$ cat config.mk
export PLATFORM = sky130hd
export DESIGN_NAME = mod3_arbiter_ctrl
export DESIGN_NICKNAME = d
export VERILOG_FILES = /design/src/rtl/mod3_arbiter_ctrl.sv
export SDC_FILE = /design/constraint.sdc
export NUM_CORES = 1
export LEC_CHECK = 0
export BUFFER_PORTS_ARGS = -buffer_cell sky130_fd_sc_hd__buf_2
export CORE_MARGIN = 4
export CORE_UTILIZATION = 51
export CTS_BUF_LIST = sky130_fd_sc_hd__clkbuf_16
export CTS_CLUSTER_SIZE = 40
export DETAILED_ROUTE_END_ITERATION = 10
export PLACE_DENSITY = 0.77
export SYNTH_ARGS = -nofsm -noshare
export SYNTH_HDL_FRONTEND = slang
export SYNTH_SLANG_ARGS = --single-unit
export TNS_END_PERCENT = 50
$ cat constraint.sdc
create_clock -name clk -period 1.9 [get_ports clk]
set_input_delay 0.285 -clock clk [delete_from_list [all_inputs] [get_ports clk]]
set_output_delay 0.285 -clock clk [all_outputs]
set_load 0.02 [all_outputs]
$ cat src/rtl/mod3_arbiter_ctrl.sv
// Two-requester round-robin front end for a serial MSB-first mod-3 residue engine.
// Captures the winning word and shifts it through a three-state residue FSM, one bit per clock.
module mod3_arbiter_ctrl #(
    parameter int unsigned WIDTH = 8
) (
    input  logic             clk,
    input  logic             rst,
    input  logic             req0,
    input  logic             req1,
    input  logic [WIDTH-1:0] data0,
    input  logic [WIDTH-1:0] data1,
    output logic [1:0]       gnt,
    output logic             busy,
    output logic             done,
    output logic             done_id,
    output logic [1:0]       rem,
    output logic             div3
);

    localparam int unsigned CntW = $clog2(WIDTH + 1);

    typedef enum logic [1:0] {
        StIdle  = 2'd0,
        StShift = 2'd1,
        StDone  = 2'd2
    } state_e;

    state_e state_q, state_d;

    logic [WIDTH-1:0] sh_q, sh_d;
    logic [CntW-1:0]  cnt_q, cnt_d;
    logic [1:0]       res_q, res_d;
    logic [1:0]       rem_q, rem_d;
    logic [1:0]       gnt_q, gnt_d;
    logic             div3_q, div3_d;
    logic             id_q, id_d;
    logic             ptr_q, ptr_d;

    logic       any_req;
    logic       win1;
    logic       last_bit;
    logic [1:0] res_step;

    // ptr_q = 1 means requester 1 wins the next tie.
    always_comb begin
        any_req  = req0 | req1;
        win1     = req1 & (~req0 | ptr_q);
        last_bit = (cnt_q == CntW'(1));
    end

    // Residue step r' = (2r + bit) mod 3.
    always_comb begin
        res_step = 2'd0;
        unique case ({res_q, sh_q[WIDTH-1]})
            3'b00_0: res_step = 2'd0;
            3'b00_1: res_step = 2'd1;
            3'b01_0: res_step = 2'd2;
            3'b01_1: res_step = 2'd0;
            3'b10_0: res_step = 2'd1;
            3'b10_1: res_step = 2'd2;
            default: res_step = 2'd0;
        endcase
    end

    // State register
    always_ff @(posedge clk or negedge rst) begin
        if (!rst) begin
            state_q <= StIdle;
        end else begin
            state_q <= state_d;
        end
    end

    // Next-state logic
    always_comb begin
        state_d = state_q;
        unique case (state_q)
            StIdle: begin
                if (any_req) begin
                    state_d = StShift;
                end
            end
            StShift: begin
                if (last_bit) begin
                    state_d = StDone;
                end
            end
            StDone:  state_d = StIdle;
            default: state_d = StIdle;
        endcase
    end

    // Datapath next-state
    always_comb begin
        sh_d   = sh_q;
        cnt_d  = cnt_q;
        res_d  = res_q;
        rem_d  = rem_q;
        div3_d = div3_q;
        id_d   = id_q;
        ptr_d  = ptr_q;
        gnt_d  = 2'b00;
        unique case (state_q)
            StIdle: begin
                if (any_req) begin
                    sh_d  = win1 ? data1 : data0;
                    res_d = 2'd0;
                    cnt_d = CntW'(WIDTH);
                    gnt_d = win1 ? 2'b10 : 2'b01;
                    id_d  = win1;
                    ptr_d = ~win1;
                end
            end
            StShift: begin
                sh_d  = sh_q << 1;
                res_d = res_step;
                cnt_d = cnt_q - CntW'(1);
                if (last_bit) begin
                    rem_d  = res_step;
                    div3_d = (res_step == 2'd0);
                end
            end
            default: ;
        endcase
    end

    always_ff @(posedge clk or negedge rst) begin
        if (!rst) begin
            sh_q   <= '0;
            cnt_q  <= '0;
            res_q  <= 2'd0;
            rem_q  <= 2'd0;
            div3_q <= 1'b0;
            id_q   <= 1'b0;
            ptr_q  <= 1'b0;
            gnt_q  <= 2'b00;
        end else begin
            sh_q   <= sh_d;
            cnt_q  <= cnt_d;
            res_q  <= res_d;
            rem_q  <= rem_d;
            div3_q <= div3_d;
            id_q   <= id_d;
            ptr_q  <= ptr_d;
            gnt_q  <= gnt_d;
        end
    end

    // Outputs: decoded from registered state only
    always_comb begin
        busy    = (state_q != StIdle);
        done    = (state_q == StDone);
        gnt     = gnt_q;
        done_id = id_q;
        rem     = rem_q;
        div3    = div3_q;
    end

endmodule

==> impl_metrics.py <==
metrics = {
    "run_status": {
        "outcome": "finished, violations left",
        "violations": "negative hold slack",
    },
    "placed_design": {
        "hpwlAfterDp_mm": 1.62,
        "pre_cts_ws_ps": 180,
        "numPortBuffers": 27,
        "gp_congestion": 0.741,
    },
    "synthesis": {
        "syn-mean-instance-area_sq_um": 10.7,
        "syn_nets": 129,
        "synth_edf_count": 0,
        "netlist_instances": 107,
        "seq_area_frac_synth_pct": 50.1,
        "synth_cell_types": 28,
        "synthArstFlopShare_pct": 100,
        "netlist_area_sq_um": 1150,
        "synth-main-ff-cell": "dfrtp_1",
        "ys.warnings.count": 0,
        "yosys_register_bits": 23,
    },
    "die": {
        "rows": 16,
        "fp.dieH_um": 55.5,
        "die-area_sq_um": 3080,
        "initial_core_util_pct": 56.3,
        "die_x_um": 55.5,
        "io_pins": 28,
        "core_sq_um": 2040,
    },
    "global_route": {
        "grt_overflow": 0,
        "grt_use_met3_pct": 2.80,
        "grt_pass1_vias": 898,
        "grtUsageMet1_pct": 19.1,
        "busiest_layer": "met2",
        "groute.usage.overall_pct": 15.6,
        "antenna_found_initial": 0,
        "grt_max_degree": 26,
        "grt_util_met2_pct": 26.2,
        "grt_pass1_wl_mm": 3.86,
    },
    "final_layout": {
        "diodes": 0,
        "final_layout_size_suffix_gt1_share_pct": 31.3,
        "regArea_sq_um": 576,
        "fill_cells": 175,
        "area_delta_synth_final_pct": 19.0,
        "fin_nets": 157,
        "multiInputGateArea_sq_um": 502,
    },
    "sta": {
        "fin_crit_ps": 1730,
        "fin_crit_sh_pct": 91.1,
        "grt_setup_unrepaired": "false",
        "timing.slew.headroom_pct": 38.7,
        "final.setup_skew_ps": 1.62,
        "layout_setup_ws_ps": 170,
        "max_freq_mhz": 578,
        "tightest_slew_ps": 920,
        "tns_ps": 0,
        "slew_violations": 0,
        "hold_ws_ps": -6.38,
        "hold_viol": 15,
        "setup_viol": 0,
    },
    "clock_tree": {
        "path_clk_slew_ps": 60,
        "htreeDepth": 1,
        "clkSinkCount": 23,
        "cts.repair.resized": 0,
        "cts_made_buffers": 3,
        "cts-root-buf": "clkbuf_16",
        "clock_latency_ps": 250,
        "holdBufCountCts": 0,
        "post-cts-setup-buffers": 0,
        "cts_tree": "yes",
        "clockBufferDepth": 2,
    },
    "setup_path": {
        "timing.rr.start": "state_q[1]",
        "worstRegToRegCells": 4,
        "crit_type": "flop to flop",
        "critPathRequiredTime_ps": 2000,
        "r2r_slack_ps": 170,
        "path_max_fanout": 25,
        "worst_ep_arrival_time_ps": 1830,
        "worstSetupStartpointType": "flop",
        "r2r_end": "sh_q[6]",
        "endpoint_kind": "flop",
    },
    "power": {
        "ir_drop_mv": 0.903,
        "p_sw_mw": 0.859,
        "p_comb_share_pct": 41.9,
        "p_int_mw": 1.39,
        "power.density_nw_per_um2": 1640,
        "netSwitchingFraction_pct": 38.2,
        "p_clk_share_pct": 19.5,
        "power_mw": 2.25,
        "p_seq_share_pct": 38.6,
        "power_leakage_nw": 0.698,
    },
    "drt": {
        "viasPerCell": 5.57,
        "vias": 896,
        "first_pass_iters": 4,
        "drt_iter0_markers": 16,
        "antenna_left": 0,
        "avgRoutedWirePerCell_um": 14.0,
        "wirelength_mm": 2.26,
        "drc": 0,
    },
    "job": {
        "drv_cap": 0,
    },
    "hold_path": {
        "hp-class": "input port to async pin",
    },
}
## worst max-delay path, cell delays in order, from the launching register on
cell	delay (ps)
dfrtp_1	400
or2_4	260
or2_1	560
nand3_1	250
o211ai_2	100
## synth_stat cells (2+ instances only)
library cell  number  share of area (%)
buf_2              3                1.3
o21ai_0            7                3.0
nand2_1           12                3.9
inv_1              5                1.6
o211ai_2           6                6.5
dfrtp_1           23                 50
ha_1               2                2.2
o31ai_1            3                2.0
nor2b_1            3                1.6
nand3_1           11                4.8
xnor2_1            2                1.5
a21o_1             2                1.3
nor2_1             3               0.98
buf_6              3                2.9
mux2i_1            9                7.8
## routing by layer
layer / part of all wire (%) / routed length, um / up-vias
met5: 0 / 0 / -
li1: - / - / 428
met3: 5.7 / 129 / 2
met1: 41 / 934 / 436
met2: 53 / 1190 / 30
met4: 0.31 / 7 / 0
## power groups by stage
stage | registers [mW] | clock network [mW] | logic [mW]
global route | 0.890 | 0.467 | 1.05
floorplan | 0.890 | 0 | 0.704
global placement | 0.857 | 0 | 0.905
finish | 0.867 | 0.438 | 0.942
CTS | 0.862 | 0.451 | 0.959
detailed placement | 0.867 | 0 | 0.946
## per-stage QoR
step                      instances  utilization [%]  instance area, sq um
after global routing            161             66.9                  1370
after CTS                       161             66.9                  1370
after floorplan                 107                -                  1150
after detailed placement        157             63.1                  1290
after global placement          157             63.1                  1290
final                           161             66.9                  1370
## final cells by class
cell class / count / area share (%)
clock buffers: 3 / 5.49
clock inverters: 1 / 0.275
repair buffers: 30 / 11.5
flip-flops and latches: 23 / 42.1
well taps: 27 / 2.47
multi-input cells: 72 / 36.7
inverters: 5 / 1.37
## state kept, by name (all words and copies together), names as in the netlist
| name | count |
|---|---|
| cnt_q | 4 |
| done_id | 1 |
| rem | 2 |
| res_q | 2 |
| gnt | 2 |
| div3 | 1 |
| sh_q | 8 |
| state_q | 2 |
| ptr_q | 1 |
## placed cells by master (no fill, tap or decap)
cell / synthesis / layout
xnor2_1: 2 / 2
o221ai_2: 1 / 1
mux2i_1: 9 / 9
nor2_1: 3 / 3
a21o_1: 2 / 2
or2_4: 1 / 1
nand3_1: 11 / 11
nand2b_1: 1 / 1
dfrtp_1: 23 / 23
inv_1: 5 / 6
o21ai_0: 7 / 6
or2_1: 1 / 1
o21ai_1: 1 / 2
a31oi_1: 1 / 1
buf_4: 0 / 3
nand3b_1: 1 / 1
buf_2: 3 / 27
o211ai_2: 6 / 6
nor3b_1: 1 / 1
o2bb2ai_1: 1 / 1
o31ai_1: 3 / 3
nor2b_1: 3 / 3
nor2b_2: 1 / 1
nor4_1: 1 / 1
ha_1: 2 / 2
clkbuf_16: 0 / 3
nand2_1: 12 / 12
a21oi_1: 1 / 1
## worst max-delay path by stage
stage	from	end	slack [ps]	depth (start not counted)
detailed placement	state_q[1]	sh_q[4]	180	4
global placement	state_q[1]	cnt_q[3]	240	4
CTS	state_q[1]	sh_q[6]	170	4
floorplan	state_q[1]	done_id	470	5
finish	state_q[1]	sh_q[6]	170	4
global route	state_q[1]	sh_q[3]	40	4
## kinds of logic (layout without fill, tap and decap cells)
group                    after synthesis  count (layout)  synth area share (%)
AO/OA/AOI/OAI                         23              23                  16.3
XOR/XNOR                               2               2                  1.53
adder cells (fa/ha/maj)                2               2                  2.18
buffers and inverters                 12              39                  6.21
flip-flops                            23              23                  50.1
multiplexers                           9               9                  7.84
AND/OR/NAND/NOR                       36              36                  15.8
No activity file was read; power rests on OpenSTA's default activity.
